File: config.mk
export PLATFORM = sky130hd
export DESIGN_NAME = binary_sm2bcd
export DESIGN_NICKNAME = d
export VERILOG_FILES = /design/src/rtl/calc_pkg.sv /design/src/rtl/bcd_add3.sv /design/src/rtl/binary_sm2bcd.sv
export SDC_FILE = /design/constraint.sdc
export NUM_CORES = 1
export LEC_CHECK = 0
export ABC_CLOCK_PERIOD_IN_PS = 2300
export BUFFER_PORTS_ARGS = -buffer_cell sky130_fd_sc_hd__buf_2
export CAP_MARGIN = 20
export CORE_AREA = 2 2 57 99
export CTS_BUF_LIST = sky130_fd_sc_hd__clkbuf_16
export CTS_CLUSTER_SIZE = 8
export DETAILED_ROUTE_END_ITERATION = 7
export DIE_AREA = 0 0 59 101
export PLACE_DENSITY = 0.69
export SYNTH_ARGS = -nofsm -noshare
export SYNTH_HDL_FRONTEND = slang
export SYNTH_SLANG_ARGS = --single-unit
export TNS_END_PERCENT = 100
File: constraint.sdc
create_clock -name clk -period 2.3 [get_ports clk]
set_input_delay 0.115 -clock clk [delete_from_list [all_inputs] [get_ports clk]]
set_output_delay 0.115 -clock clk [all_outputs]
set_load 0.01 [all_outputs]
File: src/rtl/calc_pkg.sv
// Shared types and codes for the calculator's output-path converters.
package calc_pkg;

    // Converter sequencing states
    typedef enum logic [1:0] {
        IDLE    = 2'd0,
        CONVERT = 2'd1,
        FORMAT  = 2'd2,
        DONE    = 2'd3
    } state_t;

    // Digit-driver codes
    localparam logic [3:0] SIGN_CODE  = 4'hE;
    localparam logic [3:0] BLANK_CODE = 4'hF;

    // Sign-magnitude pattern that means -128 rather than -0
    localparam logic [7:0] SM_NEG128  = 8'h80;

endpackage : calc_pkg

File: src/rtl/bcd_add3.sv
// Double-dabble digit correction: a BCD digit of 5 or more gets +3 before the shift.
module bcd_add3 (
    input  logic [3:0] i_digit,
    output logic [3:0] o_digit
);

    assign o_digit = (i_digit >= 4'd5) ? (i_digit + 4'd3) : i_digit;

endmodule : bcd_add3

File: src/rtl/binary_sm2bcd.sv
// 8-bit sign-magnitude to 4-digit signed BCD display word, iterative double-dabble.
// Optional build macro: BINARY_SM2BCD_LEADING_BLANK_EN
//   defined   -> unused leading digit positions are driven with the blank code
//   undefined -> unused leading digit positions are 4'h0
module binary_sm2bcd #(
    parameter int         ITER      = 8,
    parameter logic [3:0] SIGN_CODE = 4'hE
) (
    input  logic        clk,
    input  logic        rst_n,
    input  logic        start,
    input  logic [7:0]  binary_sm,
    output logic        busy,
    output logic        done,
    output logic [15:0] BCD
);

    import calc_pkg::*;

    localparam int             CNT_W    = $clog2(ITER) + 1;
    localparam logic [CNT_W-1:0] CNT_LAST = CNT_W'(ITER - 1);

`ifdef BINARY_SM2BCD_LEADING_BLANK_EN
    localparam logic [3:0] LEAD_CODE = BLANK_CODE;
`else
    localparam logic [3:0] LEAD_CODE = 4'h0;
`endif

    state_t           r_state;
    logic [7:0]       r_mag;
    logic             r_neg;
    logic [11:0]      r_acc;
    logic [CNT_W-1:0] r_cnt;
    logic [15:0]      r_word;
    logic [15:0]      r_bcd;
    logic             r_busy;
    logic             r_done;

    logic [7:0]       w_mag_dec;
    logic             w_neg_dec;
    logic [11:0]      w_adj;
    logic [3:0]       w_h;
    logic [3:0]       w_t;
    logic [3:0]       w_u;
    logic [15:0]      w_word;

    // -128 has its own pattern; every other negative zero collapses to +0
    assign w_mag_dec = (binary_sm == SM_NEG128) ? 8'd128 : {1'b0, binary_sm[6:0]};
    assign w_neg_dec = (binary_sm == SM_NEG128) | (binary_sm[7] & (|binary_sm[6:0]));

    // Per-digit add-3 correction ahead of each shift
    generate
        for (genvar gi = 0; gi < 3; gi++) begin : g_add3
            bcd_add3 u_add3 (
                .i_digit (r_acc[gi*4 +: 4]),
                .o_digit (w_adj[gi*4 +: 4])
            );
        end
    endgenerate

    assign w_h = r_acc[11:8];
    assign w_t = r_acc[7:4];
    assign w_u = r_acc[3:0];

    // Place the minus sign just left of the most significant nonzero digit
    always_comb begin
        w_word = {LEAD_CODE, LEAD_CODE, LEAD_CODE, w_u};
        if (w_h != 4'd0) begin
            w_word = r_neg ? {SIGN_CODE, w_h, w_t, w_u} : {LEAD_CODE, w_h, w_t, w_u};
        end else if (w_t != 4'd0) begin
            w_word = r_neg ? {LEAD_CODE, SIGN_CODE, w_t, w_u} : {LEAD_CODE, LEAD_CODE, w_t, w_u};
        end else if (r_neg) begin
            w_word = {LEAD_CODE, LEAD_CODE, SIGN_CODE, w_u};
        end
    end

    // Sequencer: accept, shift ITER times, format, publish with a done pulse
    always_ff @(posedge clk or negedge rst_n) begin
        if (!rst_n) begin
            r_state <= IDLE;
            r_mag   <= '0;
            r_neg   <= 1'b0;
            r_acc   <= '0;
            r_cnt   <= '0;
            r_word  <= '0;
            r_bcd   <= '0;
            r_busy  <= 1'b0;
            r_done  <= 1'b0;
        end else begin
            r_done <= 1'b0;
            case (r_state)
                IDLE: begin
                    if (start) begin
                        r_mag   <= w_mag_dec;
                        r_neg   <= w_neg_dec;
                        r_acc   <= '0;
                        r_cnt   <= '0;
                        r_busy  <= 1'b1;
                        r_state <= CONVERT;
                    end
                end
                CONVERT: begin
                    r_acc <= {w_adj[10:0], r_mag[7]};
                    r_mag <= {r_mag[6:0], 1'b0};
                    r_cnt <= r_cnt + 1'b1;
                    if (r_cnt == CNT_LAST) begin
                        r_state <= FORMAT;
                    end
                end
                FORMAT: begin
                    r_word  <= w_word;
                    r_state <= DONE;
                end
                DONE: begin
                    r_bcd   <= r_word;
                    r_done  <= 1'b1;
                    r_busy  <= 1'b0;
                    r_state <= IDLE;
                end
                default: r_state <= IDLE;
            endcase
        end
    end

    assign busy = r_busy;
    assign done = r_done;
    assign BCD  = r_bcd;

endmodule : binary_sm2bcd

== Yosys cells after proc, flatten, opt, wreduce, memory -nomap -nowiden ==
Index checks and enable logic that the tools add are counted.

* Input port bits: 11
* Bits in writable memories: 0
* Memory bits (read-only): 0
* Register bits after elaboration: 61
* Memories: 0
* Latch bits: 0
* Output and inout port bits: 18
* Word-level logic and storage cells: 56

* Muxes and demuxes: 21
* Shift operators: 0
* Reduce and logical (&&, ||, !) cells: 10
* Divide/modulo/power cells: 0
* Eq/ne operators: 7
* $mul: 0
* Add/sub/neg operators: 4
* Bitwise gates (word level): 2
* $lt $le $gt $ge: 3

{| class="wikitable"
|+ Operators with widths
! operator !! number
|-
| 2-to-1 mux 12 bit || 3
|-
| 2-to-1 mux 16 bit || 2
|-
| 2-to-1 mux 8 bit || 3
|-
| case mux 12 bit (2 select lines) || 1
|-
| case mux 8 bit (2 select lines) || 1
|-
| >= comparator 4 x 3 -> 1 bit (second input constant) || 3
|-
| 2-to-1 mux 4 bit || 3
|-
| adder 4 x 2 -> 4 bit (second input constant) || 2
|-
| == test 8 bit (second input constant) || 1
|-
| case mux 2 bit (4 select lines) || 1
|-
| case mux 4 bit (2 select lines) || 1
|-
| AND reduction 2 bit || 4
|-
| nonzero test 4 bit || 2
|-
| OR reduction 7 bit || 1
|-
| adder 4 x 1 -> 4 bit (second input constant) || 1
|-
| == test 2 bit (second input constant) || 2
|-
| == test 4 x 3 -> 1 bit (second input constant) || 1
|-
| 2-to-1 mux 2 bit || 2
|-
| != test 2 bit (second input constant) || 2
|-
| nonzero test 2 bit || 2
|-
| adder 3 x 2 -> 3 bit (second input constant) || 1
|-
| 2-to-1 mux 3 bit || 1
|-
| == test 2 x 1 -> 1 bit (second input constant) || 1
|-
| zero test 2 bit || 1
|-
| other kinds (4) || 5
|}

== Depth between registers and ports, before layout ==
Gate-level depths: netlist of the first run.

* Word-level depth: 4
* Gate-level depth with buffers: 8
* Depth with buffers taken out: 6

== Cells and area by module ==
From an unflattened synthesis of the first run, not the netlist that was laid out.

* Cells, all modules: 228
* Area total of the unflattened synthesis: 2648.8 µm²

{| class="wikitable"
|+ By module, submodules not included
! module !! cells each !! area each (µm²) !! sequential area each (µm²) !! instances
|-
| binary_sm2bcd || 180 || 2344.7 || 1376.3 || 1
|-
| bcd_add3 || 16 || 101.3 || 0.0 || 3
|}

== Least setup slack after synthesis of the first run ==
OpenSTA, ideal clock, no wires.

* Path kind: flip-flop to flip-flop
* Start: reg r_state[0]
* End: reg r_acc[7]
* Stages on the path, launching flop included: 7
* Arrival time: 1392 ps
* Slack: 787 ps
* Required time: 2178 ps
* Setup time: 122 ps
* Path buffers: 1
* Clock period less this slack: 1513 ps
* Path through: dfrtp_1 > inv_1 > ha_1 > buf_2 > o21ai_2 > o31ai_1 > a32o_1

* Word-level cells in the longest chain between the ends: 3
* Elaborated cells between the ends (all ways): 6
* Classes of those cells: eq/ne: 2; mux: 1; reduce/logical: 3

{| class="wikitable"
|+ RTL lines
! item !! line !! source
|-
| start, declared || binary_sm2bcd.sv:29 || <nowiki>state_t r_state;</nowiki>
|-
| start signal, assigned || binary_sm2bcd.sv:80 || <nowiki>r_state <= IDLE;</nowiki>
|-
| start signal, assigned || binary_sm2bcd.sv:99 || <nowiki>r_state <= CONVERT;</nowiki>
|-
| start signal, assigned || binary_sm2bcd.sv:107 || <nowiki>r_state <= FORMAT;</nowiki>
|-
| == test 2 x 1 -> 1 bit or zero test 2 bit (tied branches) || binary_sm2bcd.sv:91 || <nowiki>case (r_state)</nowiki>
|-
| nonzero test 2 bit (no line) or != test 2 bit (tied branches) || - ||
|-
| AND reduction 2 bit (no line) || - ||
|-
| end signal, assigned || binary_sm2bcd.sv:103 || <nowiki>r_acc <= {w_adj[10:0], r_mag[7]};</nowiki>
|-
| end, declared || binary_sm2bcd.sv:32 || <nowiki>logic [11:0] r_acc;</nowiki>
|}

Parallel ways exist; a longest one is shown, timed or not.
A chain may end at the register's enable or synchronous reset.

== Worst setup path in the final report of the first run ==
* Start: reg r_state[0]
* End: reg r_acc[3]

Same word-level chain as after synthesis.

==> results.txt, run 1 <==
The final number of hold-violating endpoints was 0. The number of antenna-violating nets in the routed design is 0. The core footprint is around 5200 um^2.

After synthesis, the largest area contributor takes up approximately 53% of total cell area. The number of setup violations in the final report is 0. The number of synthesized register bits came out at 55.

Across the VDD grid, the largest voltage drop is roughly 830 uV. The die outline height came out at around 100 um. The minimum clock period is roughly 2100 ps. Dividing the synthesized area by the synthesized cell count gives between 10 and 15 um^2.

The x dimension of the die is approximately 59 um. The post-synthesis instance area came out at between 2000 and 3000 um^2. The count of cells resized by post-cts repair is 0. The estimated wirelength of the detail-placed design came out at ~3.6 mm.

At the worst endpoint, the required time is 2480 ps. The number of distinct library cell variants in the gate-level netlist after synthesis came out at slightly above 40. The total inserted antenna cells is 0.

The Yosys warning count is 0. The achievable frequency is just under 0.5 GHz. Pin placement for this block handled 29 I/O pins. The wire length after detailed routing is just under 5 mm. TritonCTS built the clock tree. The clock sink count is 55. The final standard cell area without fillers came out at just under 3000 um^2. The wire length of the first global-routing pass came out at 8.44 mm. The synthesized net count came out at between 200 and 300. The initial cell density of the core is around half. STA classifies the critical path endpoint as a flip-flop. After synthesis, the largest family of logic cells by area is compound AO/OA/AOI/OAI gates. Routability-driven placement finished with a final weighted congestion of 0.769. The xor and xnor fraction of the mapped netlist area is about 1.7%.

The aggregate global routing overflow is 0. The tightest hold path in the finished design has a slack of slightly above 80 ps. The filler cell count in the final layout came out at approximately 470. The layout overhead on the synthesized area is 13.5%. The final instance count without filler cells is ~320. The post-layout net count is roughly 280. The clock transition at the register clock pins on the worst setup and hold paths after CTS is 70 ps. The detailed router's first-iteration violation count came out at 65. The sequential cells in the finished layout cover a total of 1380 um^2. The via density per instance is 5.78. For the final database, setup skew stands at slightly below 4 ps. Data on the critical path arrives at its endpoint at about 2200 ps. The cts-stage hold buffer count is 1. The die covers about 6000 um^2. Entering global routing, the biggest net connects 38 pins. The static leakage is between 1 and 1.5 nW. The initial antenna violation count is 0. Headroom to the max-slew limit came out at between 50% and 60%. Setup repair after global routing left no endpoint under its margin. The area fraction in compound gates after synthesis came out at between 15 and 20%.

In this run the worst path has a maximum fanout of 14. The total power divided by cell area is 1250 nW/um^2. Clock latency on the worst-skew pair, taken at its later pin, is about 290 ps. The total of max-cap violations came out at 0. The number of cell rows is 35.

In the finished design, the share of the clock period the worst path needs comes to about nine tenths. The fraction of layout cells with a size suffix above 1 is 24.5%. TritonCTS created 5 clock buffers.

The post-detailed-route DRC marker count came out at 0. The via count of the routed design came out at 1828. After Yosys synthesis, and, or, nand and nor cells account for 11.0% of the synthesized area. The post-synthesis share of cell area spent on full adders, half adders and majority gates is around 5.3%. The worst setup path is launched from a flip-flop. Synthesis produced ~230 cells. The maximum clock insertion buffer count came out at 2.

After synthesis, flip-flops and latches occupy 53.5% of the total area. The transition time at the pin with the least slew margin came out at 690 ps. The routed length per placed instance came out at 15.2 um. The area after detailed placement is roughly 2700 um^2. The synthesized design spends more area on one cell type than any other, namely sky130_fd_sc_hd__dfrtp_1. The path class of the tightest hold or removal check is in2reg.

The number of input and output port buffers inserted is 27. The count of pins over their slew limit came out at 0. In this run the number of H-tree levels came out at 2. The first detailed-routing pass ran for 4 iterations.

Measured against the total synthesized area, the mux share comes to around 8.3%. The combined global-route utilization of all metal layers came out at between 15 and 20%. The via count of the first global-routing pass came out at approximately 1.8k. The multi-input combinational cells in the finished layout cover a total of around 1100 um^2.

The total placed cells including tap cells is 308. The run finished with clean final reports. By area the synthesized netlist is led by sky130_fd_sc_hd__dfrtp_1 53%, sky130_fd_sc_hd__mux2_2 7.9%, sky130_fd_sc_hd__ha_1 5.3%, sky130_fd_sc_hd__a21oi_1 3.7%, sky130_fd_sc_hd__o22ai_1 3.6%. The tree is rooted in a sky130_fd_sc_hd__clkbuf_16. Setup total negative slack on the finished layout was measured at 0 ps.

The critical path class is reg2reg. Summing internal, switching and leakage power gives 3.66 mW. The post-CTS setup buffer count is 0.
## through the flow
step	utilization (%)	setup WS, ps
floorplan	-	787
global placement	53.2	405
detailed placement	53.2	270
CTS	56.5	283
global route	56.5	89.7
finish	56.5	249
## worst paths after layout
check	startpoint	slack (ps)	cells past startpoint	end
worst max register to register	r_state[0]	250	6	r_acc[3]
min in group asynchronous	rst_n	280	2	BCD[9]
max in group asynchronous	rst_n	1210	3	BCD[3]
worst max-delay path	r_state[0]	250	6	r_acc[3]
worst min-delay path	binary_sm[7]	80	2	r_neg
worst min register to register	r_mag[7]	480	2	r_mag[7]
## cell families (layout without fill, tap and decap cells)
family	count (synthesis)	in the layout
compound gates	63	63
flops	55	55
simple gates	54	54
buf+inv	23	53
mux	19	19
fa+ha+maj	11	11
xor+xnor	5	5
other cells	1	1
## per-layer routing
layer	share of wire, %	vias up	track usage [%]
met5	0	-	0
met4	1.6	0	7.17
met3	2.9	5	3.08
met2	56	37	33.4
met1	39	900	21.3
li1	-	886	-
## cell usage in the layout (no fill, tap or decap), types with 2 or more instances in the layout
master                      netlist  layout
sky130_fd_sc_hd__mux2_2          18      18
sky130_fd_sc_hd__clkbuf_16        0       5
sky130_fd_sc_hd__nand2_1         14      14
sky130_fd_sc_hd__o22ai_1         15      15
sky130_fd_sc_hd__buf_2            3      27
sky130_fd_sc_hd__a32o_1           3       3
sky130_fd_sc_hd__nand3_1          7       7
sky130_fd_sc_hd__nor2_1          12      12
sky130_fd_sc_hd__ha_1            11      11
sky130_fd_sc_hd__xor2_1           2       2
sky130_fd_sc_hd__a21oi_1         19      19
sky130_fd_sc_hd__buf_4            3       5
sky130_fd_sc_hd__o21ai_0         14      14
sky130_fd_sc_hd__nand4_1          2       2
sky130_fd_sc_hd__inv_1           12      12
sky130_fd_sc_hd__dfrtp_1         55      55
sky130_fd_sc_hd__nand2b_1         4       4
sky130_fd_sc_hd__o31ai_1          3       3
sky130_fd_sc_hd__xnor2_1          3       3
sky130_fd_sc_hd__and3_1           4       4
sky130_fd_sc_hd__or3_1            2       2
sky130_fd_sc_hd__o311ai_0         3       3
## cells in the mapped netlist
library cell               number
sky130_fd_sc_hd__nor2_1        12
sky130_fd_sc_hd__clkbuf_1       2
sky130_fd_sc_hd__o22a_1         1
sky130_fd_sc_hd__o21ai_2        1
sky130_fd_sc_hd__mux2i_1        1
sky130_fd_sc_hd__nand4_1        2
sky130_fd_sc_hd__nand3b_1       1
sky130_fd_sc_hd__or2_2          1
sky130_fd_sc_hd__nor3b_2        1
sky130_fd_sc_hd__ha_1          11
sky130_fd_sc_hd__xnor2_1        3
sky130_fd_sc_hd__conb_1         1
sky130_fd_sc_hd__nand2_1       14
sky130_fd_sc_hd__a22o_1         1
sky130_fd_sc_hd__mux2_2        18
sky130_fd_sc_hd__o22ai_1       15
sky130_fd_sc_hd__inv_2          1
sky130_fd_sc_hd__a21boi_2       1
sky130_fd_sc_hd__and3b_1        1
sky130_fd_sc_hd__nor4b_1        1
sky130_fd_sc_hd__dfrtp_1       55
sky130_fd_sc_hd__buf_6          2
sky130_fd_sc_hd__nor4_1         1
sky130_fd_sc_hd__o32ai_2        1
sky130_fd_sc_hd__inv_1         12
sky130_fd_sc_hd__o21ai_0       14
sky130_fd_sc_hd__nor3b_1        1
sky130_fd_sc_hd__a32o_1         3
sky130_fd_sc_hd__buf_4          3
sky130_fd_sc_hd__or3_1          2
sky130_fd_sc_hd__nand3_1        7
sky130_fd_sc_hd__o32ai_1        1
sky130_fd_sc_hd__nand2_4        1
sky130_fd_sc_hd__xor2_1         2
sky130_fd_sc_hd__and3_1         4
sky130_fd_sc_hd__a21oi_1       19
sky130_fd_sc_hd__nor2b_1        1
sky130_fd_sc_hd__o311ai_0       3
sky130_fd_sc_hd__buf_2          3
sky130_fd_sc_hd__nand2b_1       4
sky130_fd_sc_hd__o31ai_1        3
## power breakdown
group          total, mW  switching, mW  internal, mW
sequential          1.47          0.195          1.27
clock              0.828          0.321         0.507
combinational       1.37          0.790         0.575
## critical path, cell delays in order, from the launching register on
cell and delay, ps:
sky130_fd_sc_hd__dfrtp_1 410, sky130_fd_sc_hd__inv_1 110, sky130_fd_sc_hd__ha_1 480, sky130_fd_sc_hd__nand2_1 310, sky130_fd_sc_hd__o21ai_2 270, sky130_fd_sc_hd__o31ai_1 140
sky130_fd_sc_hd__a32o_1 220
## cell type report
type	instances	area share (%)
timing repair buffer	33	6.26
tap	55	2.36
inverter	13	1.67
multi-input combinational	153	37.0
clock buffer	5	4.28
clock inverter	2	1.29
sequential	55	47.1
## flip-flops by register name (all words and copies together), names as in the netlist, 2 cells and up
signal,flops
BCD,13
r_word,13
r_acc,12
r_mag,8
r_cnt,4
r_state,2
(Power assumes the default switching activity.)
==> run 2, diff against run 1 <==
--- a/config.mk
+++ b/config.mk
@@ -5,15 +5,17 @@
 export SDC_FILE = /design/constraint.sdc
 export NUM_CORES = 1
 export LEC_CHECK = 0
+export ABC_AREA = 1
 export ABC_CLOCK_PERIOD_IN_PS = 2300
 export BUFFER_PORTS_ARGS = -buffer_cell sky130_fd_sc_hd__buf_2
 export CAP_MARGIN = 20
-export CORE_AREA = 2 2 57 99
+export CORE_AREA = 2 2 58 101
 export CTS_BUF_LIST = sky130_fd_sc_hd__clkbuf_16
 export CTS_CLUSTER_SIZE = 8
 export DETAILED_ROUTE_END_ITERATION = 7
-export DIE_AREA = 0 0 59 101
-export PLACE_DENSITY = 0.69
+export DIE_AREA = 0 0 60 103
+export HOLD_SLACK_MARGIN = 0.03
+export PLACE_DENSITY = 0.68
 export SYNTH_ARGS = -nofsm -noshare
 export SYNTH_HDL_FRONTEND = slang
 export SYNTH_SLANG_ARGS = --single-unit
==> results.txt, run 2 <==
The cell count after synthesis is 295 (was 231). The worst setup path startpoint is r_state[1] (was r_state[0]). The final instance count without filler cells came out at 401 (was 316). The count of flip-flops with a built-in enable after synthesis was 0 (unchanged). The achievable frequency is 0.533 GHz (was 0.488 GHz). The count of pins over their slew limit came out at 0 (unchanged). The total inserted antenna cells came to 0 (unchanged). The post-CTS setup buffer count is 0 (unchanged). The worst slew slack as a fraction of its limit came out at 54.0% (about the same). The largest fanout of any net on the critical path came out at 16 (was 14). The final cycle utilization of the critical path is 81.6% (was 89.2%). The clock root buffer master is sky130_fd_sc_hd__clkbuf_16 (unchanged). The post-synthesis cell type with the largest combined area is sky130_fd_sc_hd__dfrtp_1 (unchanged). The number of synthesized register bits came out at 55 (unchanged). The total of max-cap violations is 0 (unchanged).

The fraction of layout cells with a size suffix above 1 is 18.2% (was 24.5%). The final standard cell area without fillers is 2990 um^2 (was 2920 um^2). The required arrival time at the worst endpoint is 2510 ps (was 2480 ps). The number of H-tree levels is 2 (unchanged). The post-layout net count came out at 346 (was 283). The maximum number of pins on one net before global-route repair came out at 56 (was 38). The transition time at the pin with the least slew margin came out at 690 ps (about the same). The initial cell density of the core was 48.5% (was 49.8%). The layout overhead on the synthesized area was 13.1% (was 13.5%). The core footprint came out at 5450 um^2 (was 5170 um^2).

The endpoint arrival time on the critical path is 2080 ps (was 2230 ps). The area after detailed placement came out at 2840 um^2 (was 2750 um^2). The routed length per placed instance is 11.9 um (was 15.2 um). The top-level I/O count came out at 29 (unchanged).

The total placed cells including tap cells is 392 (was 308). The setup TNS after final layout is 0 ps (unchanged). The worst setup path endpoint is r_mag[3] (was r_acc[3]).

The fraction of the yosys area taken by sequential cells came to 52.1% (was 53.5%). Result of the run: finished clean (unchanged). The most common cell after layout, fill and taps aside is sky130_fd_sc_hd__nand2_1 (was sky130_fd_sc_hd__dfrtp_1). The clock sink count is 55 (unchanged). The filler cell count in the final layout came to 513 (was 473).

The reg2reg setup slack is 420 ps (was 250 ps). The maximum clock skew at final layout is 5.96 ps (was 3.94 ps). The top cell type's share of synthesized area is 52.1% (was 53.5%). The static leakage came out at 1.57 nW (was 1.36 nW). The estimated wirelength of the detail-placed design was 3.50 mm (was 3.56 mm). The final number of hold-violating endpoints was 0 (unchanged). The minimum clock period is 1880 ps (was 2050 ps).

The die outline height came out at 103 um (was 101 um). Commonest cells after routing, fill and taps aside: 76 x sky130_fd_sc_hd__nand2_1, 55 x sky130_fd_sc_hd__dfrtp_1, 33 x sky130_fd_sc_hd__inv_1, 27 x sky130_fd_sc_hd__buf_2, 25 x sky130_fd_sc_hd__o21ai_0 (was 55 x sky130_fd_sc_hd__dfrtp_1, 27 x sky130_fd_sc_hd__buf_2, 19 x sky130_fd_sc_hd__a21oi_1, 18 x sky130_fd_sc_hd__mux2_2, 15 x sky130_fd_sc_hd__o22ai_1). The critical path class is reg2reg (unchanged). The end of the worst register-to-register path is r_mag[3] (was r_acc[3]). The final weighted congestion of routability-driven global placement came out at 0.817 (was 0.769). Top area cells in the synthesized netlist: sky130_fd_sc_hd__dfrtp_1 52%, sky130_fd_sc_hd__nand2_1 11%, sky130_fd_sc_hd__mux2_2 5.5%, sky130_fd_sc_hd__ha_1 5.2%, sky130_fd_sc_hd__o21ai_0 4.7% (was sky130_fd_sc_hd__dfrtp_1 53%, sky130_fd_sc_hd__mux2_2 7.9%, sky130_fd_sc_hd__ha_1 5.3%, sky130_fd_sc_hd__a21oi_1 3.7%, sky130_fd_sc_hd__o22ai_1 3.6%). The total power divided by cell area came out at 1260 nW/um^2 (was 1250 nW/um^2). The worst-skew pair later-pin latency is 290 ps (about the same). The type of destination of the critical path is a flip-flop (unchanged). The via count of the routed design is 1945 (was 1828).

The number of optimization iterations in the first detailed-route pass is 4 (unchanged). The average size of a mapped cell is 8.96 um^2 (was 11.1 um^2). Top cell types by occurrence after synthesis: 76 x sky130_fd_sc_hd__nand2_1, 55 x sky130_fd_sc_hd__dfrtp_1, 32 x sky130_fd_sc_hd__inv_1, 25 x sky130_fd_sc_hd__o21ai_0, 21 x sky130_fd_sc_hd__nor2_1 (was 55 x sky130_fd_sc_hd__dfrtp_1, 19 x sky130_fd_sc_hd__a21oi_1, 18 x sky130_fd_sc_hd__mux2_2, 15 x sky130_fd_sc_hd__o22ai_1). The clock transition at the register clock pins on the worst setup and hold paths after CTS came out at 70 ps (about the same). The number of distinct library cell variants in the gate-level netlist after synthesis is 26 (was 41). Unrepaired setup endpoints after global routing: no (unchanged). The Yosys warning count came out at 0 (unchanged). The detailed router's first-iteration violation count came out at 65 (unchanged). The x dimension of the die came out at 60 um (was 59 um). The number of buffers created by CTS is 5 (unchanged). The initial antenna violation count is 0 (unchanged). The aggregate global routing overflow came out at 0 (unchanged). The area occupied by registers came out at 1380 um^2 (unchanged). The maximum resistive drop on vdd came out at 715 uV (was 828 uV). The wire length of the first global-routing pass was 8.55 mm (was 8.44 mm). The via count of the first global-routing pass is 1885 (was 1839). The synthesized net count is 317 (was 253).

The number of cell rows came to 36 (was 35). The launching element type of the critical path is a flip-flop (unchanged). The post-detailed-route DRC marker count is 0 (unchanged).

The combined global-route utilization of all metal layers is 18.0% (was 18.6%). The count of cells along the worst register-to-register path came to 7 (was 6). The maximum clock insertion buffer count was 2 (unchanged).

The number of input and output port buffers inserted is 27 (unchanged). The source of the worst register-to-register timing path is r_state[1] (was r_state[0]). The clock tree from TritonCTS was built (unchanged). The number of setup violations in the final report came out at 0 (unchanged). The worst hold path class is in2reg (unchanged). The post-synthesis async set-or-reset flop share came out at 100% (unchanged).

The wire length after detailed routing is 4.79 mm (was 4.81 mm). The total area of multi-input combinational cells is 1060 um^2 (was 1080 um^2). The via density per instance is 4.85 (was 5.78).

The area of the die was 6180 um^2 (was 5960 um^2). The most common cell in the netlist is sky130_fd_sc_hd__nand2_1 (was sky130_fd_sc_hd__dfrtp_1). The number of antenna-violating nets in the routed design came out at 0 (unchanged).

The main flop type after synthesis is sky130_fd_sc_hd__dfrtp_1 (unchanged). The post-synthesis instance area was 2640 um^2 (was 2570 um^2).
==> run 2: worst max-delay path, stage by stage (launching register included) <==
cell	delay, ps
sky130_fd_sc_hd__dfrtp_1	420
sky130_fd_sc_hd__inv_1	90
sky130_fd_sc_hd__ha_1	410
sky130_fd_sc_hd__inv_2	190
sky130_fd_sc_hd__o21ai_4	250
sky130_fd_sc_hd__buf_4	240
sky130_fd_sc_hd__nor2_1	50
sky130_fd_sc_hd__a31oi_1	140
==> run 2: area by class of cell <==
cell class | count | area share, %
Clock buffer | 5 | 4.19
Tap cell | 76 | 3.18
Timing Repair Buffer | 33 | 6.11
Inverter | 35 | 4.40
Clock inverter | 3 | 0.544
Multi-Input combinational cell | 194 | 35.5
Sequential cell | 55 | 46.0
==> run 2: cells by family after synthesis <==
family / Yosys count / synth area share, %
other: 1 / 0.142
multiplexers: 13 / 5.54
AO/OA/AOI/OAI: 47 / 10.3
buffers and inverters: 46 / 7.76
flip-flops: 55 / 52.1
AND/OR/NAND/NOR: 122 / 19.0
adder cells (fa/ha/maj): 11 / 5.21
==> run 2: worst min-delay path by stage <==
stage,from,depth (start not counted),end
3_3_place_gp,rst_n,2,r_word[0]
6_report,binary_sm[7],3,r_neg
2_1_floorplan,rst_n,0,BCD[0]
5_1_grt,binary_sm[7],3,r_neg
3_5_place_dp,rst_n,2,BCD[0]
4_1_cts,binary_sm[7],3,r_neg
==> run 2: stage by stage <==
step / hold WS (ps) / worst slack (ps) / total power, mW / utilization (%)
floorplan: -181 / 918 / 2.67 / -
global placement: 282 / 532 / 3.02 / 52.1
detailed placement: 285 / 451 / 3.06 / 52.1
CTS: 66.6 / 428 / 3.80 / 54.8
global route: 84.5 / 289 / 4.08 / 54.8
finish: 69.0 / 424 / 3.76 / 54.8
==> run 2: routing by layer <==
metal | track usage [%] | part of all wire, % | vias up
met4 | 6.67 | 1.7 | 0
met1 | 21.9 | 43 | 912
met2 | 32.0 | 53 | 27
li1 | - | - | 1001
met3 | 1.88 | 2.0 | 5
met5 | 0 | 0 | -
==> run 2: repair_timing <==
item	in CTS	in global routing
hold buffers	1	0
resized for setup	0	0
hold endpoints to repair	55	0
==> run 2: power by group <==
part           internal [mW]  leakage [nW]  switching (mW)
Sequential              1.31         0.708           0.217
Combinational          0.589         0.793           0.914
Clock                  0.398        0.0710           0.325
